$ cat src/rtl/fft_defs_pkg.sv
// Shared definitions for the FFT frame sequencer: bank and engine-tracker
// state encodings plus the BRAM address width used by the datapath engines.
package fft_defs;

    localparam int unsigned ADDR_WIDTH = 10;

    typedef enum logic [1:0] {
        B_EMPTY    = 2'd0,
        B_FULL     = 2'd1,
        B_COMPUTED = 2'd2,
        B_DRAINING = 2'd3
    } bank_state_t;

    typedef enum logic [1:0] {
        E_IDLE = 2'd0,
        E_GO   = 2'd1,
        E_WAIT = 2'd2,
        E_RUN  = 2'd3
    } eng_state_t;

endpackage

$ cat src/rtl/fft_engine_tracker.sv
// Per-engine handshake tracker: one-cycle go pulse, wait for busy to rise,
// then report completion on the cycle busy is seen low again.
module fft_engine_tracker
    import fft_defs::*;
(
    input  logic clk,
    input  logic reset_n,
    input  logic launch,
    input  logic busy,
    output logic go,
    output logic done
);

    eng_state_t r_state;
    eng_state_t w_next;

    always_ff @(posedge clk or negedge reset_n) begin
        if (!reset_n) begin
            r_state <= E_IDLE;
        end else begin
            r_state <= w_next;
        end
    end

    always_comb begin
        w_next = r_state;
        go     = 1'b0;
        done   = 1'b0;
        unique case (r_state)
            E_IDLE: if (launch) w_next = E_GO;
            E_GO: begin
                go     = 1'b1;
                w_next = E_WAIT;
            end
            E_WAIT: if (busy) w_next = E_RUN;
            E_RUN: begin
                if (!busy) begin
                    done   = 1'b1;
                    w_next = E_IDLE;
                end
            end
            default: w_next = E_IDLE;
        endcase
    end

endmodule

$ cat src/rtl/fft_frame_sequencer.sv
// Ping-pong frame sequencer: owns bank states, per-engine bank pointers and
// the drained-frame counter; launches stream-in, FFT and stream-out engines.
module fft_frame_sequencer
    import fft_defs::*;
#(
    parameter int unsigned FRAME_CNT_WIDTH = 16,
    parameter int unsigned NUM_BANKS       = 2
) (
    input  logic                       clk,
    input  logic                       reset_n,
    input  logic                       enable,
    output logic                       slave_go,
    output logic                       fft_go,
    output logic                       master_go,
    input  logic                       slave_busy,
    input  logic                       fft_busy,
    input  logic                       master_busy,
    output logic                       wr_bank,
    output logic                       fft_bank,
    output logic                       rd_bank,
    output logic [FRAME_CNT_WIDTH-1:0] frames_done,
    output logic                       seq_idle
);

    localparam int unsigned PTR_W = (NUM_BANKS > 1) ? $clog2(NUM_BANKS) : 1;

    bank_state_t                r_bank [NUM_BANKS];
    logic [PTR_W-1:0]           r_wr_ptr;
    logic [PTR_W-1:0]           r_fft_ptr;
    logic [PTR_W-1:0]           r_rd_ptr;
    logic [FRAME_CNT_WIDTH-1:0] r_frames;
    logic [NUM_BANKS-1:0]       r_filling;
    logic [NUM_BANKS-1:0]       r_computing;
    logic [NUM_BANKS-1:0]       r_draining;

    logic w_slave_launch, w_fft_launch, w_master_launch;
    logic w_slave_done, w_fft_done, w_master_done;
    logic w_all_empty;
    logic w_any_active;

    assign w_slave_launch  = enable && (r_bank[r_wr_ptr] == B_EMPTY);
    assign w_fft_launch    = (r_bank[r_fft_ptr] == B_FULL);
    assign w_master_launch = (r_bank[r_rd_ptr] == B_COMPUTED);

    fft_engine_tracker u_slave_trk (
        .clk     (clk),
        .reset_n (reset_n),
        .launch  (w_slave_launch),
        .busy    (slave_busy),
        .go      (slave_go),
        .done    (w_slave_done)
    );

    fft_engine_tracker u_fft_trk (
        .clk     (clk),
        .reset_n (reset_n),
        .launch  (w_fft_launch),
        .busy    (fft_busy),
        .go      (fft_go),
        .done    (w_fft_done)
    );

    fft_engine_tracker u_master_trk (
        .clk     (clk),
        .reset_n (reset_n),
        .launch  (w_master_launch),
        .busy    (master_busy),
        .go      (master_go),
        .done    (w_master_done)
    );

    // Ownership is disjoint, so all three completions may land in one cycle.
    always_ff @(posedge clk or negedge reset_n) begin
        if (!reset_n) begin
            for (int unsigned i = 0; i < NUM_BANKS; i++) begin
                r_bank[i] <= B_EMPTY;
            end
            r_wr_ptr    <= '0;
            r_fft_ptr   <= '0;
            r_rd_ptr    <= '0;
            r_frames    <= '0;
            r_filling   <= '0;
            r_computing <= '0;
            r_draining  <= '0;
        end else begin
            if (slave_go) begin
                r_filling[r_wr_ptr] <= 1'b1;
            end
            if (w_slave_done) begin
                r_filling[r_wr_ptr] <= 1'b0;
                r_bank[r_wr_ptr]    <= B_FULL;
                r_wr_ptr            <= r_wr_ptr + 1'b1;
            end
            if (fft_go) begin
                r_computing[r_fft_ptr] <= 1'b1;
            end
            if (w_fft_done) begin
                r_computing[r_fft_ptr] <= 1'b0;
                r_bank[r_fft_ptr]      <= B_COMPUTED;
                r_fft_ptr              <= r_fft_ptr + 1'b1;
            end
            if (master_go) begin
                r_draining[r_rd_ptr] <= 1'b1;
                r_bank[r_rd_ptr]     <= B_DRAINING;
            end
            if (w_master_done) begin
                r_draining[r_rd_ptr] <= 1'b0;
                r_bank[r_rd_ptr]     <= B_EMPTY;
                r_rd_ptr             <= r_rd_ptr + 1'b1;
                r_frames             <= r_frames + 1'b1;
            end
        end
    end

    always_comb begin
        w_all_empty = 1'b1;
        for (int unsigned i = 0; i < NUM_BANKS; i++) begin
            if (r_bank[i] != B_EMPTY) w_all_empty = 1'b0;
        end
    end

    // A go pulse marks a tracker out of E_IDLE before its ownership flag is set.
    assign w_any_active = slave_go || fft_go || master_go ||
                          (|r_filling) || (|r_computing) || (|r_draining);

    assign wr_bank     = r_wr_ptr;
    assign fft_bank    = r_fft_ptr;
    assign rd_bank     = r_rd_ptr;
    assign frames_done = r_frames;
    assign seq_idle    = w_all_empty && !w_any_active;

endmodule
$ cat config.mk
export PLATFORM = sky130hd
export DESIGN_NAME = fft_frame_sequencer
export DESIGN_NICKNAME = d
export VERILOG_FILES = /design/src/rtl/fft_defs_pkg.sv /design/src/rtl/fft_engine_tracker.sv /design/src/rtl/fft_frame_sequencer.sv
export SDC_FILE = /design/constraint.sdc
export NUM_CORES = 1
export LEC_CHECK = 0
export CAP_MARGIN = 10
export CORE_UTILIZATION = 35
export CTS_BUF_LIST = sky130_fd_sc_hd__clkbuf_8
export DETAILED_ROUTE_END_ITERATION = 12
export GPL_ROUTABILITY_DRIVEN = 0
export HOLD_SLACK_MARGIN = 0.02
export PLACE_DENSITY = 0.66
export SLEW_MARGIN = 10
export SYNTH_ARGS = -nofsm -noshare
export SYNTH_HDL_FRONTEND = slang
export SYNTH_SLANG_ARGS = --single-unit
$ cat constraint.sdc
create_clock -name clk -period 1.67 [get_ports clk]
set_input_delay 0.2505 -clock clk [delete_from_list [all_inputs] [get_ports clk]]
set_output_delay 0.2505 -clock clk [all_outputs]
set_load 0.1 [all_outputs]
-- After elaboration in Yosys (flattened, before gate mapping)
Cells that the tools add are included.
- register bits after elaboration: 35
- reduce and logical (&&, ||, !) cells: 26
- mux-type cells: 54
- order comparisons: 12
- add/sub/neg operators: 4
- bitwise gates (word level): 21
- equal/unequal tests: 20
- operators with widths (operator ; count):
    $mux W2 ; 27
    $pmux W2 S4 ; 3
    $add A16 B1 Y16 const B ; 1
    $mux W4 ; 4
    $eq A2 B2 Y1 const B ; 7
    $mux W1 ; 14
    $ne A2 B2 Y1 const B ; 6
    $and A2 B2 Y2 ; 5
    $not A2 Y2 ; 5
    $or A2 B2 Y2 ; 5
    $reduce_and A3 Y1 ; 3
    $eq A2 B1 Y1 const B ; 4
    $logic_and A1 B1 Y1 ; 8
    $logic_not A2 Y1 ; 4
    $demux W2 S1 ; 3
    $ge A2 B2 Y1 const B ; 3
    $lt A1 B2 Y1 const B ; 3
    $lt A2 B1 Y1 const B ; 3
    $ne A2 B1 Y1 const B ; 3
    $not A1 Y2 ; 3
    $reduce_or A2 Y1 ; 3
    $logic_or A1 B1 Y1 ; 5
    $and A4 B4 Y4 ; 1
    $not A4 Y4 ; 1
    other kinds (6) ; 13

-- Depth between registers and ports, before layout
- depth after elaboration: 14
- mapped depth: 6
- mapped depth without buffers: 6

-- Modules after synthesis
A second synthesis with hierarchy kept.
- cell total of the unflattened synthesis: 167
- area total of the unflattened synthesis: 1838.0 sq um
- by module, submodules not included (module ; times used ; area an instance (sq um) ; cells each):
    fft_frame_sequencer ; 1 ; 1297.5 ; 119
    fft_engine_tracker ; 3 ; 180.2 ; 16

-- Least setup slack after synthesis
Ideal clock, no wire load.
- path kind: reg2out
- start: register u_master_trk.r_state[1]
- end: output seq_idle
- path buffers: 0
- arrival time: 4196 ps
- stages on the path, launching flop included: 6
- path slack: -2776 ps
- path through: dfrtp_1 -> inv_1 -> ha_1 -> nor3_1 -> nand2_1 -> nor4_1
- cells in the longest elaborated chain, start to end: 8
- RTL lines (item ; RTL line ; text):
    start, declared ; fft_engine_tracker.sv:14 ; eng_state_t r_state;
    start signal, assigned ; fft_engine_tracker.sv:21 ; r_state <= w_next;
    $eq A2 B1 Y1 ; fft_engine_tracker.sv:29 ; unique case (r_state)
    $mux W1 ; fft_engine_tracker.sv:29 ;
    named net master_go ; fft_frame_sequencer.sv:14 ; output logic master_go,
    $logic_or A1 B1 Y1 (2 in a row) ; fft_frame_sequencer.sv:123 ; assign w_any_active = slave_go || fft_go || master_go ||
    $logic_or A1 B1 Y1 (2 in a row) ; fft_frame_sequencer.sv:124 ; (|r_filling) || (|r_computing) || (|r_draining);
    $logic_not A1 Y1 ; fft_frame_sequencer.sv:130 ; assign seq_idle = w_all_empty && !w_any_active;
    $logic_and A1 B1 Y1 ; fft_frame_sequencer.sv:130 ;
    end, declared ; fft_frame_sequencer.sv:22 ; output logic seq_idle
The timed path passes the listed nets, and every way through them passes these cells.

-- Worst setup path after layout
- start: register r_bank[3] (netlist bit)
- end: output seq_idle
- cells in the longest elaborated chain, start to end: 4
- RTL lines (item ; RTL line ; text):
    start, declared ; fft_frame_sequencer.sv:27 ; bank_state_t r_bank [NUM_BANKS];
    start signal, assigned by index ; fft_frame_sequencer.sv:76 ; r_bank[i] <= B_EMPTY;
    start signal, assigned by index ; fft_frame_sequencer.sv:91 ; r_bank[r_wr_ptr] <= B_FULL;
    start signal, assigned by index ; fft_frame_sequencer.sv:99 ; r_bank[r_fft_ptr] <= B_COMPUTED;
    $reduce_bool A2 Y1 ; fft_frame_sequencer.sv:118 ; if (r_bank[i] != B_EMPTY) w_all_empty = 1'b0;
    $mux W1 (2 in a row) ; fft_frame_sequencer.sv:118 ;
    $logic_and A1 B1 Y1 ; fft_frame_sequencer.sv:130 ;
No other way between the ends.

==> impl_metrics.py <==
metrics = {
    "status": {
        "outcome": "finished with violations",
        "violations": "negative setup slack",
    },
    "floorplan": {
        "die_w_um": 74.84,
        "dieArea_um2": 5600,
        "io_pins": 29,
        "core_um2": 5107,
        "die_h_um": 74.84,
        "row_count": 26,
        "start_util_pct": 36.35,
    },
    "cts": {
        "clk_pin_slew_ns": 0.07,
        "cts_sinks": 35,
        "numCtsBuffers": 5,
        "cts.htree.levels": 2,
        "cts_root_buffer": "clkbuf_8",
        "clk_latency_ns": 0.28,
        "cts_tree": "yes",
        "clockBufferDepth": 2,
    },
    "route": {
        "ant_nets": 0,
        "wire_per_inst_um": 12.75,
        "vias_per_cell": 4.765,
        "drt_iter0_markers": 36,
        "routed_wl_mm": 3.736,
        "dr_wl_met2_mm": 1.895,
        "drc": 0,
        "drtPass1Iterations": 4,
        "wl_met3_um": 117,
        "top_layer": "met4",
        "vias": 1396,
        "met1_length_mm": 1.663,
    },
    "finish": {
        "area_delta_synth_final_pct": 48.45,
        "fillers": 442,
        "nets": 244,
        "insertedDiodeCount": 0,
        "drive_above_1_share_pct": 35.87,
        "multi_input_area_um2": 970.9,
        "seq_area_um2": 904.6,
        "design_area_um2": 2756,
        "instances_no_fill": 293,
    },
    "timing": {
        "min_period_ns": 1.872,
        "holdWs_ns": 0.3806,
        "slew_headroom_pct": 70.95,
        "rsz0062_at_grt": "true",
        "setup_violations": 1,
        "drv_slew": 0,
        "hold_viol_final": 0,
        "worst_pin_slew_ns": 0.4358,
        "setup_ws_ns": -0.2017,
        "min_period_over_period_pct": 112.1,
        "setup_tns_ns": -0.2017,
        "clock_skew_ns": 0.005164,
        "max_freq_ghz": 0.5343,
    },
    "logic_synthesis": {
        "synth-seq-cells": 35,
        "syn_nets": 196,
        "syn-cell-area_um2": 1857,
        "synth-xor-area-share_pct": 8.019,
        "synth_seq_area_share_pct": 47.17,
        "avgSynthCellArea_um2": 10.67,
        "synth_top_family_by_area": "simple AND/OR/NAND/NOR gates",
        "synthMuxAreaShare_pct": 2.965,
        "synth.most_common_cell": "dfrtp_1",
        "synth_area_leaders": "dfrtp_1 47%, ha_1 11%, xnor2_1 5.2%",
        "ys.flop_type": "dfrtp_1",
        "yosys-top-cells-count": "35 x dfrtp_1, 16 x ha_1, 12 x inv_1, 12 x nand2_1, 12 x nor2_1",
        "synth_edf_count": 0,
        "synthAdderAreaFrac_pct": 10.78,
        "synth_simple_gate_area_share_pct": 17.18,
        "synth_top_cell_by_area": "dfrtp_1",
        "yosys.area.top_type_share_pct": 47.17,
        "synth_cell_types": 39,
        "async_flop_share_pct": 100.0,
        "synth_compound_area_share_pct": 10.51,
        "syn-instance-count": 174,
        "yosys_warnings": 0,
    },
    "placed_design": {
        "dpl.hpwl_mm": 2.918,
        "dpl_worst_slack_ns": 0.003719,
        "portBuffers": 28,
        "placed_area_um2": 2619,
        "dpl.cell_count": 284,
    },
    "critical_path": {
        "timing.rr.end": "u_slave_trk.r_state[1]",
        "crit_family": "simple AND/OR/NAND/NOR gates",
        "crit_path_end": "seq_idle",
        "cp-start-kind": "flip-flop",
        "crit_buf_inv": 1,
        "arrival_ns": 1.62,
        "critical-path-max-stage-delay_ns": 0.55,
        "ff2ff_setup_slack_ns": 0.08,
        "crit_cells": 3,
        "crit_path_max_fanout": 2,
        "cp.required_ns": 1.42,
        "cp-end-kind": "output port",
        "cp_slowest_cell": "or4_4",
        "path_cells": "or4_4 > nor4_4 > buf_12",
        "r2r_cells": 4,
        "cp-startpoint": "r_bank[3]",
        "crit_type": "flip-flop to output port",
        "r2r-start": "wr_bank",
    },
    "job": {
        "drv_cap": 0,
    },
    "global_route": {
        "track_usage_pct": 15.15,
        "overflow": 0,
        "grt_max_degree": 36,
        "antenna_found_initial": 0,
        "grt_pass1_wl_mm": 6.272,
        "grt_pass1_vias": 1400,
    },
    "worst_hold_path": {
        "min_path_type": "primary input to async pin",
    },
    "pwr": {
        "powerDensity_nw_per_um2": 1928,
        "p_leak_nw": 1.229,
        "peakVddDrop_v": 0.0007164,
    },
}
==> worst min path at each step <==
stage | to
floorplan | async pin
global placement | flip-flop
detailed placement | flip-flop
CTS | frames_done[15]
global route | frames_done[8]
finish | frames_done[8]
==> per-stage QoR <==
stage | total power, W | utilization, %
floorplan | 0.003477 | -
global placement | 0.004457 | 51.27
detailed placement | 0.004525 | 51.27
CTS | 0.005341 | 53.72
global route | 0.005638 | 53.97
finish | 0.005314 | 53.97
==> cells in the final DEF, fill, tap and decap left out, types with 3 or more instances in the layout <==
cell             count
clkbuf_8             6
xor2_1               6
clkdlybuf4s50_1      5
inv_2                3
dfrtp_2             11
xnor2_1             11
nand3_1              6
a21oi_1             11
buf_12              23
nor2b_1              3
nand4_1              4
ha_1                13
buf_4               15
mux2_1               3
o21ai_0              5
dfrtp_1             20
dfrtp_4              4
nand2_1             12
inv_1               11
nor2_1              12
nor3b_2              3
==> cell type report <==
type	instances	share of cell area (%)
multi-input cells	123	35.22
clock buffers	6	2.996
clock inverters	2	1.271
flip-flops and latches	35	32.82
inverters	14	1.906
repair buffers	43	22.61
well taps	70	3.177
==> routing by layer <==
| metal | GRT usage (%) | vias to the layer above |
|---|---|---|
| met1 | 17.86 | 671 |
| met5 | 0 | - |
| met2 | 26.63 | 26 |
| met4 | 5.660 | 0 |
| li1 | - | 693 |
| met3 | 3.748 | 6 |
==> cell families (layout without fill, tap and decap cells) <==
| group | after synthesis | count (layout) |
|---|---|---|
| xor gates and xnor gates | 17 | 17 |
| buffers and inverters | 16 | 65 |
| AOI/OAI and AO/OA | 29 | 29 |
| DFF | 35 | 35 |
| and+or+nand+nor | 56 | 56 |
| adders and majority gates | 16 | 16 |
| muxes | 5 | 5 |
==> where the power goes <==
group | internal, W | switching [W] | total, W
Clock | 0.000483 | 0.000307 | 0.000790
Sequential | 0.00118 | 0.000296 | 0.00148
Combinational | 0.00124 | 0.00181 | 0.00305
Total | 0.00290 | 0.00241 | 0.00531
==> repair_timing <==
action                                  in CTS  in global routing
endpoints found under the setup margin       1                  5
pin swaps                                    1                  0
buffers inserted                             1                  0
gates resized for setup                      0                  4
gates cloned                                 0                  0
hold buffers                                 0                  0
(Power assumes the default switching activity.)
==> RTL change (config.mk and constraints unchanged) <==
Set the parameter `FRAME_CNT_WIDTH` to 32 (it was 16).
--- a/src/rtl/fft_frame_sequencer.sv
+++ b/src/rtl/fft_frame_sequencer.sv
@@ -3,7 +3,7 @@
 module fft_frame_sequencer
     import fft_defs::*;
 #(
-    parameter int unsigned FRAME_CNT_WIDTH = 16,
+    parameter int unsigned FRAME_CNT_WIDTH = 32,
     parameter int unsigned NUM_BANKS       = 2
 ) (
     input  logic                       clk,
Ports: changed (resized frames_done); port bits go from 29 to 45. The function was not compared with the original's and may differ.
==> RTL change against the original RTL <==
Die area increased by 37%. Clock power decreased by 3.4%. Setup slack got worse by 52 ps. Maximum frequency decreased by 2.7%. Sequential share of layout area increased by 0.89 points. Wire length increased by 53%. Power increased by 12%. Highest routed layer unchanged. Synthesized cell count increased by 28%. Cell count increased by 35%. Design area increased by 49%. Synthesized area increased by 38%. Via count increased by 41%. Critical path depth unchanged. The run still ends with negative setup slack left. Sequential cell count increased by 16.
==> RTL change: results (changes against the original RTL) <==
CTS:
- The clock-pin slew reported for the worst setup and hold paths after clock tree synthesis is 90 ps (was 70 ps).
- The insertion delay of the later-clocked pin in the worst-skew pair is 310 ps (was 280 ps).

Worst setup path:
- The timing startpoint of the critical path is r_bank[0]$_DFF_PN0_ (was r_bank[3]$_DFF_PN0_).
- The startpoint of the most critical register-to-register path is r_bank[3]$_DFF_PN0_ (was wr_bank$_DFFE_PN0N_).
- The number of cells traversed by the worst register-to-register path is 5 (was 4).
- The reg-to-reg endpoint is u_fft_trk.r_state[1]$_DFFE_PN0P_ (was u_slave_trk.r_state[1]$_DFFE_PN0P_).

Power:
- The standby leakage power was 0.00173 uW (was 0.00123 uW).
- The power density relative to cell area came to 1460 mW/mm2 (was 1930 mW/mm2).
- The maximum vdd drop is 0.00146 V (was 0.000716 V).

Place:
- The post-detailed-placement half-perimeter wirelength was 4240 um (was 2920 um).
- The cell count after placement is 379 (was 284).

Detailed routing:
- The average wire per cell in the routed design is 14.4 um (was 12.8 um).
- The met3 layer wire length in the routed design is 166 um (was 117 um).
- The detailed router's first-iteration violation count was 104 (was 36).

Synthesis:
- The synthesized area per cell was 11.6 um2 (was 10.7 um2).
- The synthesized netlist net count is 244 (was 196).
- The number of unique standard cell types used by synthesis was 40 (was 39).
- Most common library cells after synthesis: dfrtp_1, xnor2_1, ha_1, nand2_1, nand3_1 (was dfrtp_1, ha_1, inv_1, nand2_1, nor2_1).
- The synthesized area came to 0.00257 mm2 (was 0.00186 mm2).
- Cell types occupying the most area after synthesis: dfrtp_1, xnor2_1, ha_1, nand4_1, nand3_1 (was dfrtp_1, ha_1, xnor2_1, a21oi_1, xor2_1).

STA:
- The final setup TNS is -350 ps (was -202 ps).
- The largest clock skew in the final design came to 8.08 ps (was 5.16 ps).
- The count of final setup violators came to 4 (was 1).
- The actual slew at the worst max-slew pin came to 463 ps (was 436 ps).
- The post-layout worst setup margin is -254 ps (was -202 ps).

Global route:
- The wire length of the first global-routing pass is 9690 um (was 6270 um).
- The global-route total usage across every layer is 16.4% (was 15.2%).
- The largest net degree at the start of global routing is 24 (was 36).

Finish:
- The non-clock buffer instance count of the final layout is 73 (was 43).
- The multi-input gate share of total cell area is 33.8% (was 35.2%).
- The buffer share of cell area is 26.1% (was 22.6%).
- The inverter count was 11 (was 14).
- The count of placed standard cells in the final layout, fillers left out is 397 (was 293).
- The fraction of layout instances using a drive strength above 1 is 46.2% (was 35.9%).
- The number of fillers in the final layout was 555 (was 442).
- The proportion of cell area spent on the clock network is 2.41% (was 4.27%).

Run status:
- Result of the run: complete, but fails checks (unchanged).
- Violations in the final reports: negative setup slack (unchanged).
-- RTL change: timing repair --
action,in CTS,in global routing
endpoints found under the hold margin,16,0
setup endpoints to repair,5,23
gates cloned,0,0
pin swaps,5,9
buffers inserted,6,4
hold buffers,1,0
resized for setup,7,15
-- RTL change: worst max-delay path, cell delays in order (launching register included) --
cell and delay (ps):
dfrtp_1 400, or4_4 550, nor4_4 200, buf_12 210
-- RTL change: kinds of logic after synthesis --
kind of cell	Yosys count	share of synthesized area (%)
buffers and inverters	13	2.24
and+or+nand+nor	80	20.6
DFF	51	49.6
adders and majority gates	16	7.79
muxes	4	1.70
xor gates and xnor gates	33	11.2
AOI/OAI and AO/OA	25	6.81
-- RTL change: power breakdown --
part / switching, uW / internal, uW
registers: 334 / 1580
clock network: 424 / 339
logic: 1810 / 1490
total: 2570 / 3400
